$ cat config.mk
export PLATFORM = sky130hd
export DESIGN_NAME = ia_compressor
export DESIGN_NICKNAME = d
export VERILOG_FILES = /design/src/rtl/ia_compressor.sv
export SDC_FILE = /design/constraint.sdc
export NUM_CORES = 1
export LEC_CHECK = 0
export ABC_CLOCK_PERIOD_IN_PS = 3900
export CAP_MARGIN = 25
export CORE_ASPECT_RATIO = 0.6
export CORE_MARGIN = 8
export CORE_UTILIZATION = 30
export DETAILED_ROUTE_END_ITERATION = 7
export HOLD_SLACK_MARGIN = 0.1
export SLEW_MARGIN = 40
export SYNTH_ARGS = -nofsm -noshare
export SYNTH_HDL_FRONTEND = slang
export SYNTH_HIERARCHICAL = 1
export SYNTH_SLANG_ARGS = --single-unit
$ cat constraint.sdc
create_clock -name i_clk -period 3.9 [get_ports i_clk]
set_clock_uncertainty 0.15 [all_clocks]
set_input_delay 0.585 -clock i_clk [delete_from_list [all_inputs] [get_ports i_clk]]
set_output_delay 0.585 -clock i_clk [all_outputs]
set_load 0.02 [all_outputs]
$ cat src/rtl/ia_compressor.sv
// Dense-to-sparse input-activation compressor: packs the nonzero channels of
// one pixel vector into (data, c_idx, len) slots and holds them for the PE loader.
module ia_compressor_slot #(
    parameter int DW  = 16,
    parameter int CW  = 5,
    parameter int LW  = 6,
    parameter int IDX = 0
) (
    input  logic          clk,
    input  logic          rst_n,
    input  logic          clr,
    input  logic          wr,
    input  logic [LW-1:0] len,
    input  logic [DW-1:0] data,
    input  logic [CW-1:0] ch,
    output logic [DW-1:0] slot_data,
    output logic [CW-1:0] slot_c
);
    always_ff @(posedge clk or negedge rst_n) begin
        if (!rst_n) begin
            slot_data <= '0;
            slot_c    <= '0;
        end else if (clr) begin
            slot_data <= '0;
            slot_c    <= '0;
        end else if (wr && len == LW'(IDX)) begin
            slot_data <= data;
            slot_c    <= ch;
        end
    end
endmodule

module ia_compressor #(
    parameter int IA_CHANNEL       = 32,
    parameter int IA_DATA_BITWIDTH = 16,
    parameter int IA_C_BITWIDTH    = 5,
    localparam int LEN_W           = $clog2(IA_CHANNEL) + 1
) (
    input  logic                                                i_clk,
    input  logic                                                i_rst_n,
    input  logic                                                i_in_valid,
    output logic                                                o_in_ready,
    input  logic signed [IA_DATA_BITWIDTH-1:0]                  i_in_data,
    input  logic                                                i_in_last,
    output logic                                                o_valid,
    input  logic                                                i_ready,
    output logic signed [IA_CHANNEL-1:0][IA_DATA_BITWIDTH-1:0]  o_ia_data,
    output logic [IA_CHANNEL-1:0][IA_C_BITWIDTH-1:0]            o_ia_c_idx,
    output logic [LEN_W-1:0]                                    o_ia_len
);
    typedef enum logic {COLLECT = 1'b0, HOLD = 1'b1} state_t;

    state_t                   state;
    logic [IA_C_BITWIDTH-1:0] ch;
    logic [LEN_W-1:0]         len;
    logic                     accept, nz, end_vec, handshake;

    assign accept    = i_in_valid && (state == COLLECT);
    assign nz        = (i_in_data != '0);
    assign end_vec   = accept && (i_in_last || ch == IA_C_BITWIDTH'(IA_CHANNEL - 1));
    assign handshake = (state == HOLD) && i_ready;

    assign o_in_ready = (state == COLLECT);
    assign o_valid    = (state == HOLD);
    assign o_ia_len   = len;

    always_ff @(posedge i_clk or negedge i_rst_n) begin
        if (!i_rst_n) begin
            state <= COLLECT;
            ch    <= '0;
            len   <= '0;
        end else begin
            case (state)
                COLLECT: if (accept) begin
                    ch <= ch + IA_C_BITWIDTH'(1);
                    if (nz) len <= len + LEN_W'(1);
                    if (end_vec) state <= HOLD;
                end
                HOLD: if (handshake) begin
                    state <= COLLECT;
                    ch    <= '0;
                    len   <= '0;
                end
                default: state <= COLLECT;
            endcase
        end
    end

    // Each slot latches only when the running len points at it, so packing is implicit.
    for (genvar i = 0; i < IA_CHANNEL; i++) begin : g_slot
        ia_compressor_slot #(
            .DW (IA_DATA_BITWIDTH),
            .CW (IA_C_BITWIDTH),
            .LW (LEN_W),
            .IDX(i)
        ) u_slot (
            .clk      (i_clk),
            .rst_n    (i_rst_n),
            .clr      (handshake),
            .wr       (accept && nz),
            .len      (len),
            .data     (i_in_data),
            .ch       (ch),
            .slot_data(o_ia_data[i]),
            .slot_c   (o_ia_c_idx[i])
        );
    end
endmodule

Yosys cells after proc, flatten, opt, wreduce, memory -nomap -nowiden:

Cells that the tools add are included.

* logic and storage cells: 317
* output and inout port bits: 680
* bits in read-only memories: 0
* input bits: 21
* bits in latches: 0
* memories kept: 0
* register bits after elaboration: 684
* bits in writable memories: 0

* div/mod/pow operators: 0
* add/sub/neg operators: 2
* bitwise operators: 1
* $lt $le $gt $ge: 0
* multiplexer cells: 139
* reductions and logical operators: 73
* multiply operators: 0
* shift operators: 0
* equality and inequality tests: 35

Operators by type and width (number)
* 2-to-1 mux 16 bit: 64
* 2-to-1 mux 5 bit: 66
* equality test 6 x 5 -> 1 bit (second input constant): 16
* nonzero test 2 bit: 32
* equality test 6 x 4 -> 1 bit (second input constant): 8
* logical AND 1 bit: 36
* equality test 6 x 3 -> 1 bit (second input constant): 4
* 2-to-1 mux 6 bit: 3
* nonzero test 16 bit: 1
* equality test 6 x 2 -> 1 bit (second input constant): 2
* case mux 6 bit (2 select lines): 1
* case mux 5 bit (2 select lines): 1
* adder 6 x 1 -> 6 bit (second input constant): 1
* equality test 6 x 1 -> 1 bit (second input constant): 1
* logical NOT 6 bit: 1
* != test 2 x 1 -> 1 bit (second input constant): 3
* adder 5 x 1 -> 5 bit (second input constant): 1
* equality test 5 bit (second input constant): 1
* 2-to-1 mux 1 bit: 3
* AND reduction 3 bit: 1
* case mux 1 bit (2 select lines): 1
* AND reduction 2 bit: 1
* logical OR 1 bit: 1
* NOT 1 bit: 1

Longest topological paths before layout:

* word-level depth: 6
* depth in mapped cells: 9

Modules after synthesis:

Netlist, hierarchy kept.

Modules (own cells, without submodules)
* ia_compressor_slot at g_slot[11].u_slot ...: seq. area each 525.5 um^2, instances 5, cells each 93, area each 1083.5 um^2
* ia_compressor_slot at g_slot[21].u_slot ...: seq. area each 525.5 um^2, instances 5, cells each 92, area each 1083.5 um^2
* ia_compressor_slot at g_slot[10].u_slot ...: seq. area each 525.5 um^2, instances 4, cells each 92, area each 1087.3 um^2
* ia_compressor_slot at g_slot[23].u_slot ...: seq. area each 525.5 um^2, instances 4, cells each 93, area each 1087.3 um^2
* ia_compressor_slot at g_slot[4].u_slot ...: seq. area each 525.5 um^2, instances 2, cells each 92, area each 1084.8 um^2
* ia_compressor_slot at g_slot[20].u_slot ...: seq. area each 525.5 um^2, instances 2, cells each 92, area each 1081.0 um^2
* ia_compressor_slot at g_slot[1].u_slot ...: seq. area each 525.5 um^2, instances 2, cells each 92, area each 1073.5 um^2
* ia_compressor_slot at g_slot[17].u_slot ...: seq. area each 525.5 um^2, instances 2, cells each 93, area each 1069.8 um^2
* ia_compressor_slot at g_slot[31].u_slot: seq. area each 525.5 um^2, instances 1, cells each 93, area each 1102.3 um^2
* ia_compressor_slot at g_slot[12].u_slot: seq. area each 525.5 um^2, instances 1, cells each 94, area each 1084.8 um^2
* ia_compressor_slot at g_slot[19].u_slot: seq. area each 525.5 um^2, instances 1, cells each 93, area each 1081.0 um^2
* ia_compressor_slot at g_slot[3].u_slot: seq. area each 525.5 um^2, instances 1, cells each 93, area each 1077.3 um^2
* ia_compressor_slot at g_slot[16].u_slot: seq. area each 525.5 um^2, instances 1, cells each 93, area each 1072.3 um^2
* ia_compressor_slot at g_slot[0].u_slot: seq. area each 525.5 um^2, instances 1, cells each 92, area each 1071.0 um^2
* ia_compressor: seq. area each 300.3 um^2, instances 1, cells each 78, area each 802.0 um^2

Least setup slack after synthesis:

No wires, ideal clock.

* path type: register to register
* start: reg state, in the netlist o_valid
* end: reg g_slot[0].u_slot.slot_c[0]
* required time: 3.624 ns
* cell stages (with the launch flop): 7
* arrival: 3.989 ns
* path slack: -0.364 ns
* period minus slack after synthesis: 4.264 ns
* path through: dfrtp_1 > clkbuf_8 > clkbuf_1 > and2_1 > clkbuf_1 > nand2b_1 > mux2i_1

RTL lines
* start: declaration: RTL line 53 `state_t state;`
* start signal: assignment: RTL line 69 `state <= COLLECT;`
* start signal: assignment: RTL line 77 `if (end_vec) state <= HOLD;`
* start signal: assignment: RTL line 80 `state <= COLLECT;`
* logical AND 1 bit (*): RTL line 61 `assign handshake = (state == HOLD) && i_ready;`
* named net handshake: RTL line 56 `logic accept, nz, end_vec, handshake;`
* 2-to-1 mux 5 bit / nonzero test 2 bit (equally long branches)
* end signal: assignment: RTL line 28 `slot_c <= ch;`
* end: declaration: RTL line 17 `output logic [CW-1:0] slot_c`

Mark *: on every way through the listed nets, which the timed path passes. The rest lies on a longest branch.
A chain may end at the register's enable or synchronous reset.

Final worst setup path:

* start: reg len[3], in the netlist o_ia_len[3]
* end: out o_ia_len[3]

RTL lines
* start: declaration: RTL line 55 `logic [LEN_W-1:0] len;`
* start signal: assignment: RTL line 76 `if (nz) len <= len + LEN_W'(1);`
* end: declaration: RTL line 49 `output logic [LEN_W-1:0] o_ia_len`

No word-level cell between the ends.

==> metrics <==
status finished clean; Initial DRC Count 1863; relative slew slack 47.36%; commonest cells after routing, fill and taps aside nand2b_1 (1344), clkdlybuf4s50_1 (683), mux2i_1 (675); Setup WS pre-CTS 0.3683 ns; largest net degree at the start of global routing 209; Worst path top cell family by delay flip-flops; Total Wirelength 125600 µm; worst r2r path cells 7; Max VDD drop 0.0003050 V; Startpoint Class register; crit path DAT 2.44 ns; I/O Pins 701; Final WS setup 0.7262 ns; total track usage 18.61%; FILL cells 11270; post-CTS setup buffer count 0; Comb power frac 24.3%; Max Slew Vio Count 0; DP HPWL 85260 µm; Die ar. 129800 µm²; TritonCTS clock tree built; first-pass GRT wire length 181000 µm; area grow syn2layout 32.34%; Crit-path slowest cell dfrtp_4; number of remaining DRC errors 0; Ys Warns 6; average size of a mapped cell 11.66 µm²; CTS max path bufs 3; CP peak stage delay 0.93 ns; Die Span Y 282.2 µm; H-tree levels 3; area leader, netlist dfrtp_1; Final period util 81.38%; sequential-to-total area share from yosys stat 48.29%; #FFs+latches synth 684; Setup Viol. Count Final 0; clock tree sinks 684; sw frac 32.35%; Fin Setup TNS 0 ns; # resized after CTS 0; crit-path max FO 27; Die W 459.7 µm; Yosys cell types 40; Cell Pwr Density 449.6 nW/µm²; r2r setup slk 0.79 ns; Initial Util 30.29%; routed via count 24550; CP cell instances clkdlybuf4s50_1; Port Buffers 700; launch point of the worst reg-to-reg path o_valid; Synth area leaders dfrtp_1 (48%), nand2b_1 (24%), mux2i_1 (19%); Int Pwr 14.27 mW; Worst-Skew Late Latency 0.65 ns; critical path class reg -> out; Achievable Freq 315.1 MHz; MaxCap Viol Count 0; R2R Path End g_slot[26].u_slot/slot_data[6]; cts bufs inserted 75; minimum clock period 3.174 ns; Synth Net Count 3063; initial antenna violation count 4; RSZ-0062 raised after global routing false; placer congestion estimate 0.7679; Clk pin slew, worst setup/hold paths 0.07 ns; CP endpoint kind output pin; Hold Vio Cnt, Final 0; post-synthesis instance area 35440 µm²; TritonRoute pass-1 iters 6; vias in the first global route 24960; clock share of power 35.7%; final instance area 46910 µm²; top-area cell type share of the netlist area 48.29%; CP Depth 1; register share of total power 40.0%; Sw Pwr 6.823 mW; Clock Root Buffer clkbuf_16; DR vias/cell 4.546; Hold Path Class in -> async; placed cell area 44360 µm²; Critical Path RT 3.16 ns; final-stage net count 3782; LEAKAGE 18.70 nW; DR WL/cell 23.25 µm; FP Rows 97; Tot Pwr 21.09 mW; CP bufs+invs 1; most common cell after layout, fill and taps aside nand2b_1; Synth Instances 3039; Final ANT Viol Nets 0; GRT Residual Overflow 0; worst slew pin tran 0.7897 ns; core area 117000 µm²; layout cells sized above 1 9.329%
-- worst max path at each step --
stage	start	to	slack, ns
floorplan	i_in_valid	g_slot[1].u_slot/slot_c[0]	0.45
CTS	o_ia_len[3]	o_ia_len[3]	0.68
finish	o_ia_len[3]	o_ia_len[3]	0.73
global route	o_ia_len[3]	o_ia_len[3]	0.64
global placement	i_in_valid	g_slot[18].u_slot/slot_data[0]	0.40
detailed placement	i_in_valid	g_slot[18].u_slot/slot_c[2]	0.37
-- kinds of logic (layout without fill, tap and decap cells) --
| group | after synthesis | in the layout | share of synthesized area [%] |
|---|---|---|---|
| adders and majority gates | 3 | 3 | 0.1059 |
| other | 0 | 1 | 0 |
| buffers and inverters | 203 | 980 | 3.851 |
| xor gates and xnor gates | 5 | 5 | 0.1236 |
| muxes | 675 | 675 | 19.06 |
| DFF | 684 | 684 | 48.29 |
| AOI/OAI and AO/OA | 16 | 16 | 0.3636 |
| and+or+nand+nor | 1453 | 1453 | 28.20 |
-- through the flow --
stage | instances | utilization (%) | hold WS, ns
detailed placement | 5264 | 37.91 | 0.3779
CTS | 5400 | 40.09 | 0.2382
finish | 5401 | 40.09 | 0.3066
floorplan | 3039 | - | 0.1394
global placement | 5263 | 37.89 | 0.3753
global route | 5400 | 40.09 | 0.2771
-- registers in the layout, indices dropped and copies added, names as in the netlist --
signal                   flops
ch                           5
g_slot.u_slot/slot_c       160
g_slot.u_slot/slot_data    512
o_ia_len                     6
o_valid                      1
-- what timing repair did --
item                                    4_1_cts  5_1_grt
endpoints found under the setup margin        0        0
endpoints found under the hold margin        85        0
hold buffers                                  1        0
-- area by class of cell --
cell class / instances / area [µm²] / area share, %
diodes: 1 / 2.502 / 0.005335
clock buffers: 102 / 2120 / 4.519
clock inverters: 33 / 416.7 / 0.8883
inverters: 5 / 18.77 / 0.04001
multi-input cells: 2152 / 16970 / 36.17
flip-flops and latches: 684 / 17130 / 36.53
well taps: 1584 / 1982 / 4.225
repair buffers: 840 / 8268 / 17.63
-- layer usage --
| metal | routed length (µm) | track usage, % | vias to the layer above | share of wire (%) |
|---|---|---|---|---|
| li1 | - | - | 11410 | - |
| met1 | 58560 | 25.75 | 12430 | 47 |
| met2 | 55920 | 28.78 | 575 | 45 |
| met3 | 8531 | 5.674 | 141 | 6.8 |
| met4 | 2573 | 4.050 | 2 | 2.0 |
| met5 | 13 | 0 | - | 0.010 |
-- worst register-to-register path, stage by stage, from the launching register on --
cell      delay [ns]
dfrtp_1         0.62
inv_1           0.31
and2_2          0.40
buf_4           0.44
nand4b_4        0.17
nor4b_4         0.22
buf_4           0.42
mux2i_1         0.29
-- synth_stat cells --
library cell  instances
dfrtp_1             684
nand3b_4              1
and2_1                1
nand4b_4             12
nor3_4                9
and3_1                2
o21bai_1              1
ha_1                  3
buf_6                51
o22ai_1               5
and2_2                1
buf_12                6
a211o_1               1
xnor2_1               3
nor2_8                1
or3b_1                2
and3_2                1
a41oi_2               2
nor4b_4              11
buf_8                10
nand4_1               4
mux2i_1             675
and4_1                1
o311ai_1              1
o21ai_0               4
nand2b_1           1344
nand3_1               3
nor2_1                5
nand4bb_4            10
inv_1                 5
or3_4                 1
clkbuf_8              1
or3_1                 1
nor4_4               13
nor4bb_1              2
xor2_1                2
clkbuf_1            130
a311o_1               2
or4b_4                4
nand2_1              24
-- power by group through the flow --
stage	clock [mW]	sequential (mW)	combinational, mW
after floorplan	0	9.20	1.86
after global placement	0	8.56	5.13
after detailed placement	0	8.56	5.21
after CTS	7.74	8.44	5.22
after global routing	8.03	8.51	5.50
final	7.53	8.43	5.13
Power figures use the tool's default switching activity.
